$ cat config.mk
export PLATFORM = sky130hd
export DESIGN_NAME = adc_accum
export DESIGN_NICKNAME = d
export VERILOG_FILES = /design/src/rtl/spgd_pkg.sv /design/src/rtl/adc_clip_detect.sv /design/src/rtl/adc_accum.sv
export SDC_FILE = /design/constraint.sdc
export NUM_CORES = 1
export LEC_CHECK = 0
export ABC_AREA = 1
export CORE_MARGIN = 1
export CORE_UTILIZATION = 45
export DETAILED_ROUTE_END_ITERATION = 10
export PLACE_DENSITY = 0.67
export SYNTH_ARGS = -nofsm -noshare
export SYNTH_HDL_FRONTEND = slang
export SYNTH_HIERARCHICAL = 1
export SYNTH_SLANG_ARGS = --single-unit
$ cat constraint.sdc
create_clock -name ADC_CLK -period 1.67 [get_ports ADC_CLK]
set_input_delay 0.2505 -clock ADC_CLK [delete_from_list [all_inputs] [get_ports ADC_CLK]]
set_output_delay 0.2505 -clock ADC_CLK [all_outputs]
set_load 0.005 [all_outputs]
$ cat src/rtl/spgd_pkg.sv
// Shared definitions for the SPGD measurement path: state encoding and
// accumulator sizing used by adc_accum.
package spgd_pkg;

  typedef enum logic [1:0] {
    IDLE = 2'd0,
    SKIP = 2'd1,
    ACC  = 2'd2,
    DONE = 2'd3
  } acc_state_e;

  localparam int ADC_WIDTH_DEF    = 14;
  localparam int LOG2_SAMPLES_DEF = 10;
  localparam int ACC_WIDTH_DEF    = ADC_WIDTH_DEF + LOG2_SAMPLES_DEF;

  // Sum of 2^log2_samples samples of adc_width bits can never overflow this.
  function automatic int acc_width(int adc_width, int log2_samples);
    return adc_width + log2_samples;
  endfunction

endpackage

$ cat src/rtl/adc_clip_detect.sv
// Combinational full-scale detector for a two's complement ADC sample.
// Only built when ADC_ACC_OVR_EN is defined (the clip flag in adc_accum).
`ifdef ADC_ACC_OVR_EN
module adc_clip_detect #(
  parameter int ADC_WIDTH = 14
) (
  input  logic [ADC_WIDTH-1:0] sample_i,
  output logic                 clip_o
);

  localparam logic [ADC_WIDTH-1:0] CODE_MAX = {1'b0, {(ADC_WIDTH-1){1'b1}}};
  localparam logic [ADC_WIDTH-1:0] CODE_MIN = {1'b1, {(ADC_WIDTH-1){1'b0}}};

  assign clip_o = (sample_i == CODE_MAX) || (sample_i == CODE_MIN);

endmodule
`endif

$ cat src/rtl/adc_accum.sv
// Window accumulator: skips settling samples, sums 2^LOG2_SAMPLES samples and
// presents the floor mean on J_OUT. ADC_ACC_OVR_EN adds the OVR clip output.
//
// state | meaning
// IDLE  | waiting for ADC_EN, accumulator and counter at 0
// SKIP  | discarding SKIP_CYCLES settling samples
// ACC   | summing samples, counter tracks remaining adds
// DONE  | window complete, wait for ADC_EN low
module adc_accum
  import spgd_pkg::*;
#(
  parameter int ADC_WIDTH    = ADC_WIDTH_DEF,
  parameter int LOG2_SAMPLES = LOG2_SAMPLES_DEF,
  parameter int SKIP_CYCLES  = 2
) (
  input  logic                 ADC_CLK,
  input  logic                 RST,
  input  logic                 ADC_EN,
  input  logic [ADC_WIDTH-1:0] ADC_DATA,
  output logic                 ADC_DONE,
  output logic [ADC_WIDTH-1:0] J_OUT,
  output logic                 ACC_BUSY
`ifdef ADC_ACC_OVR_EN
  ,
  output logic                 OVR
`endif
);

  localparam int ACC_W  = acc_width(ADC_WIDTH, LOG2_SAMPLES);
  localparam int SKIP_W = $clog2(SKIP_CYCLES + 1);
  localparam int CNT_W  = ((LOG2_SAMPLES > SKIP_W) ? LOG2_SAMPLES : SKIP_W) + 1;
  localparam logic [CNT_W-1:0] CNT_ACC  = CNT_W'((1 << LOG2_SAMPLES) - 1);
  localparam logic [CNT_W-1:0] CNT_SKIP = CNT_W'((SKIP_CYCLES > 0) ? SKIP_CYCLES - 1 : 0);
  localparam logic [CNT_W-1:0] CNT_ONE  = CNT_W'(1);

  acc_state_e state_q, state_d;

  logic [CNT_W-1:0]        cnt_q, cnt_d;
  logic signed [ACC_W-1:0] acc_q, acc_d;
  logic signed [ACC_W-1:0] sample_ext, acc_sum;
  logic [ADC_WIDTH-1:0]    j_q, j_d;
  logic                    done_q, done_d;
  logic                    busy_q, busy_d;

  assign sample_ext = {{LOG2_SAMPLES{ADC_DATA[ADC_WIDTH-1]}}, ADC_DATA};
  assign acc_sum    = acc_q + sample_ext;

`ifdef ADC_ACC_OVR_EN
  logic clip_now;
  logic clip_q, clip_d;
  logic ovr_q, ovr_d;

  adc_clip_detect #(.ADC_WIDTH(ADC_WIDTH)) u_clip (
    .sample_i (ADC_DATA),
    .clip_o   (clip_now)
  );
`endif

  always_ff @(posedge ADC_CLK or posedge RST) begin
    if (RST) state_q <= IDLE;
    else     state_q <= state_d;
  end

  always_comb begin
    state_d = state_q;
    case (state_q)
      IDLE: if (ADC_EN) state_d = (SKIP_CYCLES == 0) ? ACC : SKIP;
      SKIP: begin
        if (!ADC_EN)         state_d = IDLE;
        else if (cnt_q == 0) state_d = ACC;
      end
      ACC: begin
        if (!ADC_EN)         state_d = IDLE;
        else if (cnt_q == 0) state_d = DONE;
      end
      DONE:    if (!ADC_EN) state_d = IDLE;
      default: state_d = IDLE;
    endcase
  end

  always_comb begin
    cnt_d  = '0;
    acc_d  = '0;
    j_d    = j_q;
    done_d = 1'b0;
    busy_d = (state_d == SKIP) || (state_d == ACC);
`ifdef ADC_ACC_OVR_EN
    clip_d = clip_q;
    ovr_d  = ovr_q;
`endif
    case (state_q)
      IDLE: begin
        if (ADC_EN) cnt_d = (SKIP_CYCLES == 0) ? CNT_ACC : CNT_SKIP;
`ifdef ADC_ACC_OVR_EN
        clip_d = 1'b0;
`endif
      end
      SKIP: begin
        if (ADC_EN) cnt_d = (cnt_q == 0) ? CNT_ACC : cnt_q - CNT_ONE;
      end
      ACC: begin
        if (ADC_EN) begin
`ifdef ADC_ACC_OVR_EN
          clip_d = clip_q | clip_now;
`endif
          if (cnt_q == 0) begin
            // Upper slice of the signed sum is the arithmetic shift (floor mean).
            j_d    = acc_sum[ACC_W-1:LOG2_SAMPLES];
            done_d = 1'b1;
`ifdef ADC_ACC_OVR_EN
            ovr_d  = clip_q | clip_now;
`endif
          end else begin
            acc_d = acc_sum;
            cnt_d = cnt_q - CNT_ONE;
          end
        end
      end
      default: ;
    endcase
  end

  always_ff @(posedge ADC_CLK or posedge RST) begin
    if (RST) begin
      cnt_q  <= '0;
      acc_q  <= '0;
      j_q    <= '0;
      done_q <= 1'b0;
      busy_q <= 1'b0;
    end else begin
      cnt_q  <= cnt_d;
      acc_q  <= acc_d;
      j_q    <= j_d;
      done_q <= done_d;
      busy_q <= busy_d;
    end
  end

`ifdef ADC_ACC_OVR_EN
  always_ff @(posedge ADC_CLK or posedge RST) begin
    if (RST) begin
      clip_q <= 1'b0;
      ovr_q  <= 1'b0;
    end else begin
      clip_q <= clip_d;
      ovr_q  <= ovr_d;
    end
  end

  assign OVR = ovr_q;
`endif

  assign ADC_DONE = done_q;
  assign J_OUT    = j_q;
  assign ACC_BUSY = busy_q;

endmodule

==> impl_metrics.yaml <==
run_status:
  status: "complete, but fails checks"
  violations: "negative setup slack"
worst_setup_path:
  path_max_fanout: 5
  arrival_ns: 2.03
  r2r_start: "acc_q[10]"
  cp_cell_sequence: "ha_4 > nand2_2 > inv_1 > a21oi_2 > nor2_1 > nor2_1 > nand3b_1 > nand2_1 > nor2_1"
  r2r_slack_ns: -0.14
  endpoint_kind: "flip-flop"
  start_kind: "flip-flop"
  max_stage_delay_ns: 0.42
  worstSetupPathType: "reg -> reg"
  cpMaxStageDelayCell: "dfrtp_1"
  r2r-end: "acc_q[16]"
  crit_top_cell: "nor2_1"
  required_ns: 1.89
  r2r_cells: 9
sta:
  max_freq_mhz: 552
  tightest_slew_ns: 0.460
  final_hold_viol_count: 0
  fin_crit_sh_pct: 109
  finalSetupViolations: 26
  rsz0062_at_grt: "yes"
  maxSlewHeadroom_pct: 69.2
  fin_skew_ns: 0.00622
  setup_slack_ns: -0.143
  fin_crit_ns: 1.81
  final_max_slew_viol_count: 0
route:
  viasPerCell: 5.16
  vias: 3890
  drc: 0
  drt-initial-drc-count: 229
  ant_nets: 0
  drtPass1Iterations: 5
  wl_um: 11500
  wl_per_cell_um: 15.3
pwr:
  power_leakage_uw: 0.00308
  p_per_area_nw_per_um2: 962
  ir_worst_vdd_mv: 1.14
floorplan:
  fp.dieArea_um2: 8580
  initial_utilization_pct: 47.1
  rows: 32
  fp.dieH_um: 92.6
  die_w_um: 92.6
  io_pins: 33
  core_area_um2: 7850
yosys:
  syn_nets: 588
  yosys_register_bits: 53
  synthesis.instances: 546
  synth_ff_type: "dfrtp_1"
  ys_top_cells_by_area: "dfrtp_1, nand2_1, inv_1, ha_1, nor2_1"
  netlist.area_leader.share_pct: 35.9
  yosys.area.top_type: "dfrtp_1"
  synth.yosys.seq_area_share_pct: 35.9
  async_flop_share_pct: 100
  synth_edf_count: 0
  syn_area_per_cell_um2: 6.77
  synthDistinctLibCells: 32
  synth-warning-count: 6
  synth_area_um2: 3700
finish:
  multi_input_area_um2: 2950
  diodes: 0
  drive_above_1_share_pct: 39.7
  utilization_pct: 74.7
  areaGrowthSynthToFinish_pct: 58.5
  seq_area_um2: 1330
  layout.nets: 693
  fillCellCount: 554
clock_network:
  cts_tree: "yes"
  clkLatencyLatePin_ns: 0.32
  numClockSinks: 53
  cts_buffers: 5
  htree_num_levels: 2
  clockBufferDepth: 2
  ctsHoldBuffers: 0
  clkSlewWorstSetupHoldPaths_ns: 0.11
  cts_root_buf: "clkbuf_8"
global_route:
  antenna_found_initial: 0
  grt_max_degree: 54
  grt_pass1_wl_um: 16600
  first_global_vias: 3615
  grt_overflow: 0
  grt_usage_pct: 24.5
run:
  cap_violations: 0
placement:
  port_buffers: 32
  preCtsSetupSlack_ns: -0.572
  hpwl_um: 7150
  gp_congestion: 0.928
hold_path:
  hp-class: "in -> async"
## cells by family (layout without fill, tap and decap cells)
group / after synthesis / count (layout) / synth area share [%]
adders and majority gates: 25 / 25 / 8.66
buffers and inverters: 95 / 201 / 10.1
DFF: 53 / 53 / 35.9
AOI/OAI and AO/OA: 26 / 26 / 3.93
and+or+nand+nor: 331 / 331 / 37.6
xor gates and xnor gates: 16 / 16 / 3.79
## power by group
group,switching [uW],internal [uW],leakage [uW]
clock network,479,450,0.0000543
registers,207,1580,0.000721
logic,1490,1440,0.00230
## layout by cell type (no fill, tap or decap), drive strengths merged
cell,count
nand2,207
inv,91
nor2,69
buf,68
dfrtp,53
nand3,33
clkdlybuf4s50,25
ha,24
a21oi,16
xnor2,13
nand3b,7
clkbuf,6
nor3,6
nand4,5
o21ai,5
dlygate4sd2,4
or2,3
xor2,3
dlymetal6s2s,2
a21boi,1
o31ai,1
and2,1
o2111a,1
a21o,1
a31oi,1
fa,1
clkinvlp,1
bufinv,1
clkinv,1
bufbuf,1
clkdlybuf4s15,1
## repair_timing
item	CTS	global route
gates resized for setup	92	154
hold endpoints to repair	0	0
pin swaps	24	88
buffers inserted	5	10
setup endpoints to repair	46	48
cloned	1	1
## cell usage after synthesis, types with 2 or more instances
cell	instances
nand4_1	5
nand3_1	31
or2_2	3
xnor2_1	13
nand3b_1	7
nand2_1	204
dfrtp_1	53
xor2_1	3
inv_1	88
inv_2	2
buf_4	2
nand2_2	3
nor2_1	66
a21oi_1	16
nor3_1	6
o21ai_0	5
ha_1	24
## metal layers
layer	track usage (%)	up-vias	wire length, um
met5	0	-	0
met4	6.92	0	286
met3	3.53	31	544
met2	40.7	108	5720
met1	33.4	1862	4970
li1	-	1889	-
## critical path, delay by kind of cell, from the launching register on
family          cells  cell delay [ns]
simple gates        6             0.72
flops               1             0.42
fa+ha+maj           1             0.28
compound gates      1             0.21
buf+inv             1             0.08
## how the worst max path moves through the flow
stage	startpoint	to	slack, ns	cells after the start
floorplan	acc_q[0]	J_OUT[2]	0.03	13
global placement	ADC_DATA[0]	J_OUT[6]	-0.56	14
detailed placement	ADC_DATA[0]	J_OUT[6]	-0.57	14
CTS	acc_q[0]	J_OUT[6]	-0.13	13
global route	acc_q[9]	J_OUT[12]	-0.26	11
finish	acc_q[10]	acc_q[16]	-0.14	9
## cell type report
type                    count  share of cell area [%]
multi-input cells         398                    50.3
flip-flops and latches     53                    22.6
repair buffers            102                    16.8
inverters                  91                    6.08
well taps                 102                    2.18
clock buffers               5                    1.17
clock inverters             3                   0.790
## metrics by stage
step | setup TNS [ns] | power [uW] | hold slack, ns | instance area (um^2) | std cells
after floorplan | 0 | 3170 | 0.397 | 3700 | 546
after global placement | -15.57 | 3940 | 0.462 | 4550 | 730
after detailed placement | -15.89 | 4000 | 0.468 | 4550 | 730
after CTS | -1.75 | 5100 | 0.298 | 5190 | 744
after global routing | -4.51 | 5990 | 0.320 | 5860 | 754
final | -1.56 | 5640 | 0.285 | 5860 | 754
## registers in the layout (all words and copies together) (netlist names)
| signal | cells |
|---|---|
| ACC_BUSY | 1 |
| ADC_DONE | 1 |
| J_OUT | 14 |
| acc_q | 24 |
| cnt_q | 11 |
| state_q | 2 |
Power figures use the tool's default switching activity.
